`src/rtl/status_encoder_pkg.sv`:
```
// ============================================================================
// Module      : status_encoder_pkg
// Description : Shared request ids, frame codes, FSM states and CRC-8 step
//               for the host-bound status/config frame encoder.
// Revision    : 1.0 - initial release
// ============================================================================
`default_nettype none

package status_encoder_pkg;

  localparam logic [3:0] REQ_CONFIG  = 4'd1;
  localparam logic [3:0] REQ_STATUS  = 4'd2;

  localparam logic [7:0] TYPE_CONFIG = 8'h01;
  localparam logic [7:0] TYPE_STATUS = 8'h02;

  localparam logic [7:0] CFG_LEN     = 8'd12;
  localparam logic [7:0] STS_LEN     = 8'd4;
  localparam logic [7:0] NAK_LEN     = 8'd1;

  localparam logic [7:0] CRC8_POLY   = 8'h07;

  typedef enum logic [2:0] {
    ST_IDLE    = 3'd0,
    ST_SYNC    = 3'd1,
    ST_TYPE    = 3'd2,
    ST_LEN     = 3'd3,
    ST_PAYLOAD = 3'd4,
    ST_CSUM    = 3'd5
  } enc_state_t;

  // MSB-first CRC-8 over one byte, no reflection
  function automatic logic [7:0] crc8_byte(input logic [7:0] crc, input logic [7:0] data);
    logic [7:0] c;
    c = crc ^ data;
    for (int i = 0; i < 8; i++) begin
      c = c[7] ? ((c << 1) ^ CRC8_POLY) : (c << 1);
    end
    return c;
  endfunction

endpackage

`default_nettype wire

```
`src/rtl/status_encoder_checksum.sv`:
```
// ============================================================================
// Module      : frame_checksum
// Description : Running frame checksum with clear/update. XOR by default,
//               CRC-8 (poly 0x07) when STATUS_ENC_CRC8_EN is defined.
// Revision    : 1.0 - initial release
// ============================================================================
`default_nettype none

module frame_checksum
  import status_encoder_pkg::*;
(
  input  logic       CLK300MHZ,
  input  logic       RST,
  input  logic       clear,
  input  logic       update,
  input  logic [7:0] data,
  output logic [7:0] sum_next
);

  logic [7:0] r_sum;

`ifdef STATUS_ENC_CRC8_EN
  assign sum_next = crc8_byte(r_sum, data);
`else
  assign sum_next = r_sum ^ data;
`endif

  always_ff @(posedge CLK300MHZ or posedge RST) begin
    if (RST) begin
      r_sum <= 8'h00;
    end else if (clear) begin
      r_sum <= 8'h00;
    end else if (update) begin
      r_sum <= sum_next;
    end
  end

endmodule

`default_nettype wire

```
`src/rtl/status_encoder.sv`:
```
// ============================================================================
// Module      : status_encoder
// Description : Snapshots config/status words on request and streams them as
//               a sync/type/len/payload/checksum byte frame (stb/ack).
//               Checksum becomes CRC-8 when STATUS_ENC_CRC8_EN is defined.
// Revision    : 1.0 - initial release
// ============================================================================
`default_nettype none

module status_encoder
  import status_encoder_pkg::*;
#(
  parameter logic [7:0] SYNC_BYTE = 8'hA5,
  parameter logic [7:0] NAK_TYPE  = 8'hFF
) (
  input  logic        CLK300MHZ,
  input  logic        RST,
  input  logic        req_stb,
  input  logic [3:0]  req_id,
  input  logic [15:0] samp_freq,
  input  logic [23:0] samp_num,
  input  logic [3:0]  trig_type,
  input  logic [3:0]  trig_ch,
  input  logic [15:0] ch_bitmap,
  input  logic [7:0]  voltage_th,
  input  logic [16:0] trig_position,
  input  logic        trig_fired,
  input  logic        capture_active,
  input  logic        fifo_full,
  input  logic        fifo_empty,
  input  logic [16:0] fifo_count,
  output logic [7:0]  data_out,
  output logic        stb_out,
  input  logic        ack_out,
  output logic        busy,
  output logic [7:0]  drop_cnt
);

  enc_state_t  r_state, w_state;
  logic [95:0] r_payload, w_payload;
  logic [7:0]  r_type, w_type;
  logic [7:0]  r_len, w_len;
  logic [3:0]  r_cnt, w_cnt;
  logic        r_pend_valid, w_pend_valid;
  logic [3:0]  r_pend_id, w_pend_id;
  logic [7:0]  w_data, w_drop, w_cs_next;
  logic        w_stb, w_busy, w_xfer, w_start, w_cs_update;
  logic [3:0]  w_start_id;

  frame_checksum u_checksum (
    .CLK300MHZ (CLK300MHZ),
    .RST       (RST),
    .clear     (w_start),
    .update    (w_cs_update),
    .data      (data_out),
    .sum_next  (w_cs_next)
  );

  always_comb begin
    w_state      = r_state;
    w_payload    = r_payload;
    w_type       = r_type;
    w_len        = r_len;
    w_cnt        = r_cnt;
    w_pend_valid = r_pend_valid;
    w_pend_id    = r_pend_id;
    w_data       = data_out;
    w_stb        = stb_out;
    w_drop       = drop_cnt;
    w_start      = 1'b0;
    w_start_id   = req_id;
    w_cs_update  = 1'b0;
    w_xfer       = stb_out & ack_out;

    case (r_state)
      ST_IDLE: if (req_stb) w_start = 1'b1;
      ST_SYNC: if (w_xfer) begin
        w_state = ST_TYPE;
        w_data  = r_type;
      end
      ST_TYPE: if (w_xfer) begin
        w_state     = ST_LEN;
        w_data      = r_len;
        w_cs_update = 1'b1;
      end
      ST_LEN: if (w_xfer) begin
        w_state     = ST_PAYLOAD;
        w_data      = r_payload[95:88];
        w_cs_update = 1'b1;
      end
      ST_PAYLOAD: if (w_xfer) begin
        w_cs_update = 1'b1;
        if (r_cnt == 4'd1) begin
          // last payload byte folded in combinationally
          w_state = ST_CSUM;
          w_data  = w_cs_next;
        end else begin
          w_payload = r_payload << 8;
          w_data    = r_payload[87:80];
          w_cnt     = r_cnt - 4'd1;
        end
      end
      ST_CSUM: if (w_xfer) begin
        if (r_pend_valid) begin
          w_start      = 1'b1;
          w_start_id   = r_pend_id;
          w_pend_valid = req_stb;
          w_pend_id    = req_id;
        end else if (req_stb) begin
          w_start = 1'b1;
        end else begin
          w_state = ST_IDLE;
          w_stb   = 1'b0;
          w_data  = 8'h00;
        end
      end
      default: w_state = ST_IDLE;
    endcase

    if (req_stb && (r_state != ST_IDLE) && !((r_state == ST_CSUM) && w_xfer)) begin
      if (!r_pend_valid) begin
        w_pend_valid = 1'b1;
        w_pend_id    = req_id;
      end else if (drop_cnt != 8'hFF) begin
        w_drop = drop_cnt + 8'd1;
      end
    end

    if (w_start) begin
      w_state = ST_SYNC;
      w_data  = SYNC_BYTE;
      w_stb   = 1'b1;
      case (w_start_id)
        REQ_CONFIG: begin
          w_type    = TYPE_CONFIG;
          w_len     = CFG_LEN;
          w_payload = {samp_freq, samp_num, trig_ch, trig_type, ch_bitmap,
                       voltage_th, 7'b0, trig_position};
        end
        REQ_STATUS: begin
          w_type    = TYPE_STATUS;
          w_len     = STS_LEN;
          w_payload = {trig_fired, capture_active, fifo_full, fifo_empty, 4'b0,
                       7'b0, fifo_count, 64'b0};
        end
        default: begin
          w_type    = NAK_TYPE;
          w_len     = NAK_LEN;
          w_payload = {4'b0, w_start_id, 88'b0};
        end
      endcase
      w_cnt = w_len[3:0];
    end

    w_busy = (w_state != ST_IDLE) | w_pend_valid;
  end

  always_ff @(posedge CLK300MHZ or posedge RST) begin
    if (RST) begin
      r_state      <= ST_IDLE;
      r_payload    <= '0;
      r_type       <= 8'h00;
      r_len        <= 8'h00;
      r_cnt        <= 4'd0;
      r_pend_valid <= 1'b0;
      r_pend_id    <= 4'd0;
      data_out     <= 8'h00;
      stb_out      <= 1'b0;
      busy         <= 1'b0;
      drop_cnt     <= 8'h00;
    end else begin
      r_state      <= w_state;
      r_payload    <= w_payload;
      r_type       <= w_type;
      r_len        <= w_len;
      r_cnt        <= w_cnt;
      r_pend_valid <= w_pend_valid;
      r_pend_id    <= w_pend_id;
      data_out     <= w_data;
      stb_out      <= w_stb;
      busy         <= w_busy;
      drop_cnt     <= w_drop;
    end
  end

endmodule

`default_nettype wire

```
`config.mk`:
```
export PLATFORM = sky130hd
export DESIGN_NAME = status_encoder
export DESIGN_NICKNAME = d
export VERILOG_FILES = /design/src/rtl/status_encoder_pkg.sv /design/src/rtl/status_encoder_checksum.sv /design/src/rtl/status_encoder.sv
export SDC_FILE = /design/constraint.sdc
export NUM_CORES = 1
export LEC_CHECK = 0
export ABC_AREA = 1
export CAP_MARGIN = 0
export CORE_MARGIN = 1.5
export CORE_UTILIZATION = 47
export CTS_BUF_LIST = sky130_fd_sc_hd__clkbuf_8
export CTS_CLUSTER_SIZE = 14
export DETAILED_ROUTE_END_ITERATION = 10
export PLACE_DENSITY = 0.76
export SLEW_MARGIN = 5
export SYNTH_ARGS = -nofsm -noshare
export SYNTH_HDL_FRONTEND = slang
export SYNTH_HIERARCHICAL = 1
export SYNTH_SLANG_ARGS = --single-unit
```
`constraint.sdc`:
```
create_clock -name CLK300MHZ -period 4.7 [get_ports CLK300MHZ]
set_input_delay 0.94 -clock CLK300MHZ [delete_from_list [all_inputs] [get_ports CLK300MHZ]]
set_output_delay 0.94 -clock CLK300MHZ [all_outputs]
set_load 0.1 [all_outputs]
```
==> impl_metrics.csv, run 1 <==
group,metric,value,unit
outcome,status,"complete, no violations",
placement,hpwl,13050,um
run,maxCapViolCount,0,
placement,gp_congestion,0.8566,
detailed_routing,wl_met2,8823,um
logic_synthesis,syn_inst,1050,
setup_path,crit_type,"register to primary output",
logic_synthesis,ys.flop_type,"dfrtp_1",
logic_synthesis,synthTopCellsByCount,"474 x nand2_1, 139 x dfrtp_1, 129 x nand3_1, 75 x inv_1, 39 x o21ai_0",
min_path,hold_start,"r_payload[59]",
logic_synthesis,yosys_warnings,6,
grt,grt_pass1_wl,31840,um
grt,overflow,0,
setup_path,reg2regPathDepth,13,
floorplanning,start_util,47.65,%
logic_synthesis,synth_simple_gate_area_share,37.46,%
logic_synthesis,synth_area,7515,sq um
clocking,cts_tree,"done",
setup_path,critPathBufInv,1,
detailed_routing,final_antenna_net_count,0,
placement,placed_area,9004,sq um
setup_path,max_stage_delay,1170,ps
floorplanning,die_h,129.4,um
logic_synthesis,synth_top_family_by_area,"simple AND/OR/NAND/NOR gates",
setup_path,r2r_end,"r_payload[9]",
clocking,clkTransAtPathRegs,70,ps
layout,layout-drive-gt1-share,5.200,%
power,leakagePower,4.855,nW
logic_synthesis,synth_top_cell_by_area,"dfrtp_1",
grt,track_usage,24.16,%
setup_path,r2r_slack,2020,ps
logic_synthesis,yosysUniqueCellTypes,36,
logic_synthesis,post_synth.cell_area_avg,7.157,sq um
timing,rsz0062_at_grt,"no",
detailed_routing,routed.top_layer,"met4",
clocking,cts_setup_buffers,0,
detailed_routing,wirelength,19520,um
setup_path,crit_path_start_kind,"register",
timing,fin_crit_sh,63.88,%
floorplanning,die_w,129.4,um
logic_synthesis,syn-num-nets,1173,
timing,setup_viol,0,
logic_synthesis,synth_seq_cells,139,
timing,relSlewSlack,34.64,%
logic_synthesis,synth_edf_count,0,
timing,hold_violations,0,
timing,min_period,3002,ps
timing,finalSetupTns,0,ps
setup_path,cp_top_family,"buffers and inverters",
grt,antenna_found_initial,0,
layout,fillers,1466,
logic_synthesis,ys_seq_area_share,46.29,%
logic_synthesis,synth-compound-area-share,6.743,%
setup_path,r2r-start,"r_state[1]",
layout,insertedDiodeCount,0,
floorplanning,io_pins,136,
detailed_routing,drc,0,
floorplanning,core-area,15770,sq um
clocking,cts_root_buf,"clkbuf_8",
detailed_routing,via_per_inst,5.114,
layout,area_delta_synth_final,25.56,%
min_path,hp-class,"register to register",
setup_path,cp.depth,1,
timing,whs,483.0,ps
layout,nNetsFinal,1283,
logic_synthesis,ys_top_cells_by_area,"dfrtp_1 46%, nand2_1 24%, nand3_1 8.6%, inv_1 3.7%, o21ai_0 2.6%",
timing,max_freq,333.1,MHz
detailed_routing,wl_per_cell,14.05,um
timing,fin_skew,15.17,ps
placement,io_buffer_count,135,
clocking,htreeDepth,4,
clocking,clock_latency,450,ps
setup_path,critPathRequiredTime,3760,ps
setup_path,slowest_stage,"clkdlybuf4s50_1",
logic_synthesis,synth_top_area_share,46.29,%
detailed_routing,drtIter0Drc,634,
clocking,post_cts_resized,0,
detailed_routing,drt-met1-wl,9235,um
clocking,cts_buffers,17,
min_path,hold_end,"r_payload[59]",
layout,seq_area,3478,sq um
placement,preCtsSetupSlack,1335,ps
detailed_routing,wl_met3,1097,um
setup_path,path_cells,"clkdlybuf4s50_1",
timing,worst_pin_slew,977.3,ps
setup_path,critPathCaptureType,"primary output",
clocking,cts_hold_buffers,0,
min_path,hold_path_depth,2,
setup_path,path_max_fanout,5,
floorplanning,placement_rows,46,
timing,worst_slack,1698,ps
logic_synthesis,muxShareOfSynthArea,0,%
detailed_routing,vias,7104,
grt,grt_pass1_vias,6444,
detailed_routing,dr.pass1.iters,5,
layout,multi_input_area,3468,sq um
layout,stdcell_area,9435,sq um
grt,grt_max_degree,102,
floorplanning,design.die.area,16760,sq um
logic_synthesis,ys_async_sr_fraction,100.0,%
clocking,clock-sinks,139,
setup_path,critical_path_arrival,2060,ps
timing,slew_violations,0,
logic_synthesis,synth-xor-area-share,1.049,%
power,vdd_drop_max,304.4,uV
power,power_density,592.1,nW/um^2
logic_synthesis,synth_most_common_cell,"nand2_1",
clocking,max-clock-path-buffers,2,
logic_synthesis,synth_fa_ha_area_share,0.8325,%
## kinds of logic (layout without fill, tap and decap cells)
logic type               count (synthesis)  after routing
flip-flops                             139            139
AND/OR/NAND/NOR                        672            672
AO/OA/AOI/OAI                           89             89
buffers and inverters                  136            259
adder cells (fa/ha/maj)                  5              5
XOR/XNOR                                 9              9
## how the worst max path moves through the flow
stage,startpoint,to
2_1_floorplan,RST,busy
3_3_place_gp,ack_out,r_payload[71]
3_5_place_dp,ack_out,r_payload[13]
4_1_cts,drop_cnt[5],drop_cnt[5]
5_1_grt,ack_out,r_payload[70]
6_report,drop_cnt[5],drop_cnt[5]
## state kept, by name (all words and copies together), names as in the netlist, 2 cells and up
signal / cells
data_out: 8
drop_cnt: 8
r_cnt: 4
r_len: 2
r_payload: 96
r_pend_id: 4
r_state: 3
r_type: 3
u_checksum/r_sum: 8
## metrics by stage
stage	utilization, %	instances	power, mW
final	59.83	1389	5.586
after global routing	59.83	1389	5.999
after CTS	59.83	1389	5.600
after detailed placement	57.09	1357	4.530
after global placement	57.09	1357	4.477
after floorplan	-	1050	3.890
## layer usage
layer,vias to the layer above,track usage [%]
met5,-,0
met4,0,7.843
met3,30,4.913
met2,228,36.36
met1,3323,35.05
li1,3523,-
## power breakdown
| group | internal, mW | switching [mW] |
|---|---|---|
| Clock | 0.578 | 0.474 |
| Sequential | 1.67 | 0.330 |
| Combinational | 0.797 | 1.74 |
| Total | 3.04 | 2.54 |
## cell usage in the layout, fill, tap and decap left out, drive strengths merged
cell / synthesis / final
nand3: 134 / 134
and2: 8 / 8
clkdlybuf4s50: 0 / 135
clkinvlp: 0 / 4
o21a: 2 / 2
clkinv: 1 / 4
o21ai: 40 / 40
o22ai: 2 / 2
o21bai: 3 / 3
nand4: 9 / 9
xnor2: 2 / 2
a21oi: 27 / 27
a31oi: 1 / 1
nor3: 1 / 1
nand2: 476 / 476
xor2: 7 / 7
clkbuf: 22 / 21
a22oi: 4 / 4
nor2: 44 / 44
a22o: 7 / 7
ha: 5 / 5
inv: 81 / 82
buf: 32 / 10
o221ai: 1 / 1
bufinv: 0 / 3
o211ai: 2 / 2
dfrtp: 139 / 139
## layout make-up
cell class | instances | area share [%]
clock buffer | 21 | 3.063
clock inverter | 11 | 1.512
inverter | 82 | 3.289
multi-input combinational | 775 | 36.76
sequential | 139 | 36.87
tap | 216 | 2.864
timing repair buffer | 145 | 15.65
(Power assumes the default switching activity.)
==> inputs of run 2 (changes only) <==
--- a/config.mk
+++ b/config.mk
@@ -12,7 +12,7 @@
 export CTS_BUF_LIST = sky130_fd_sc_hd__clkbuf_8
 export CTS_CLUSTER_SIZE = 14
 export DETAILED_ROUTE_END_ITERATION = 10
-export PLACE_DENSITY = 0.76
+export PLACE_DENSITY = 0.73
 export SLEW_MARGIN = 5
 export SYNTH_ARGS = -nofsm -noshare
 export SYNTH_HDL_FRONTEND = slang
==> constraint.sdc (replaced) <==
create_clock -name CLK300MHZ -period 2.8 [get_ports CLK300MHZ]
set_input_delay 0.56 -clock CLK300MHZ [delete_from_list [all_inputs] [get_ports CLK300MHZ]]
set_output_delay 0.56 -clock CLK300MHZ [all_outputs]
set_load 0.1 [all_outputs]
==> impl_metrics.csv, run 2 (same netlist as run 1, synthesis figures left out) <==
group,metric,value,unit
timing,rsz0062_at_grt,"no",
timing,finalSetupTns,0,ps
min_path,hp-class,"primary input to async pin",
layout,insertedDiodeCount,0,
detailed_routing,drtIter0Drc,744,
setup_path,critical_path_arrival,2650,ps
detailed_routing,drc,0,
setup_path,crit_type,"register to register",
detailed_routing,final_antenna_net_count,0,
clocking,clock-sinks,139,
clocking,cts_tree,"done",
floorplanning,io_pins,136,
setup_path,max_stage_delay,530,ps
floorplanning,placement_rows,46,
setup_path,endpoint,"r_payload[95]",
detailed_routing,via_per_inst,5.059,
timing,worst_pin_slew,644.6,ps
timing,min_period,2250,ps
clocking,cts_setup_buffers,0,
setup_path,crit_path_start_kind,"register",
placement,io_buffer_count,135,
setup_path,reg2regPathDepth,13,
layout,largest_register_ffs,96,
floorplanning,die_w,129.4,um
floorplanning,core-area,15770,sq um
layout,nNetsFinal,1293,
layout,regMostFlops,"r_payload",
clocking,htreeDepth,4,
floorplanning,die_h,129.4,um
timing,hold_violations,0,
setup_path,crit_start,"r_cnt[1]",
grt,overflow,0,
setup_path,r2r_end,"r_payload[95]",
setup_path,slowest_stage,"buf_4",
timing,relSlewSlack,56.57,%
clocking,max-clock-path-buffers,2,
layout,fillers,1500,
grt,track_usage,25.05,%
layout,seq_area,3478,sq um
power,leakagePower,4.922,nW
timing,slew_violations,0,
placement,hpwl,13800,um
layout,fin_util,60.27,%
setup_path,critPathCaptureType,"register",
setup_path,r2r_slack,550,ps
setup_path,crit_path_frequent_cell,"nand2_1",
layout,stdcell_area,9504,sq um
grt,antenna_found_initial,0,
placement,gp_congestion,0.8763,
power,vdd_drop_max,442.1,uV
timing,fin_skew,10.53,ps
power,power_density,1002,nW/um^2
setup_path,path_max_fanout,59,
layout,area_delta_synth_final,26.47,%
clocking,post_cts_resized,0,
clocking,cts_hold_buffers,0,
clocking,clock_latency,460,ps
floorplanning,start_util,47.65,%
clocking,cts_buffers,17,
outcome,status,"complete, no violations",
grt,grt_max_degree,74,
detailed_routing,wl_per_cell,14.44,um
detailed_routing,vias,7078,
clocking,cts_root_buf,"clkbuf_8",
setup_path,r2r-start,"r_cnt[1]",
timing,worst_slack,550.0,ps
clocking,clkTransAtPathRegs,90,ps
setup_path,path_cells,"inv_1 > ha_1 > nand3_1 > nand2_1 > inv_2 > nand2_1 > inv_2 > nor2_4 > buf_4 > nand2_1 > nand2_1 > inv_1 > nand2_1",
grt,grt_pass1_wl,33010,um
grt,grt_pass1_vias,6651,
setup_path,cp.depth,13,
layout,multi_input_area,3468,sq um
setup_path,critPathBufInv,5,
timing,max_freq,444.4,MHz
placement,preCtsSetupSlack,154.6,ps
timing,fin_crit_sh,80.36,%
detailed_routing,dr.pass1.iters,6,
run,maxCapViolCount,0,
setup_path,cp_top_family,"buffers and inverters",
timing,setup_viol,0,
placement,placed_area,9072,sq um
layout,final_cell_mix,"474 x nand2_1, 139 x dfrtp_1, 129 x nand3_1",
setup_path,critPathRequiredTime,3200,ps
detailed_routing,wirelength,20200,um
floorplanning,design.die.area,16760,sq um
layout,layout-drive-gt1-share,7.608,%
layout,final_common_cell,"nand2_1",
[run 2: stage by stage]
step	power [mW]	hold WS, ps	cells
floorplan	6.530	375.7	1050
global placement	7.636	461.1	1367
detailed placement	7.714	461.1	1367
CTS	9.529	431.4	1399
global route	10.24	452.0	1399
finish	9.525	433.9	1399
[run 2: power breakdown]
part           switching, mW  internal [mW]  total (mW)
clock network          0.830          0.968        1.80
logic                   2.99           1.39        4.38
registers              0.550           2.80        3.35
total                   4.37           5.16        9.52
[run 2: worst min path at each step]
stage	start	slack, ps	end	cells past startpoint
after detailed placement	r_payload[6]	460	r_payload[6]	2
after floorplan	RST	380	u_checksum/r_sum[0]	1
after CTS	RST	430	u_checksum/r_sum[5]	2
final	RST	430	u_checksum/r_sum[6]	2
after global routing	RST	450	u_checksum/r_sum[6]	2
after global placement	r_payload[7]	460	r_payload[7]	2
[run 2: per-layer routing]
layer / GRT usage [%] / wire [um]
met3: 4.748 / 1093
met5: 0 / 0
met4: 6.405 / 214
met1: 36.27 / 9714
met2: 38.86 / 9177
[run 2: cell type report]
cell class | instances | area share (%)
Tap cell | 216 | 2.844
Sequential cell | 139 | 36.60
Timing Repair Buffer | 155 | 16.25
Multi-Input combinational cell | 775 | 36.49
Clock buffer | 17 | 2.462
Inverter | 82 | 3.278
Clock inverter | 15 | 2.080
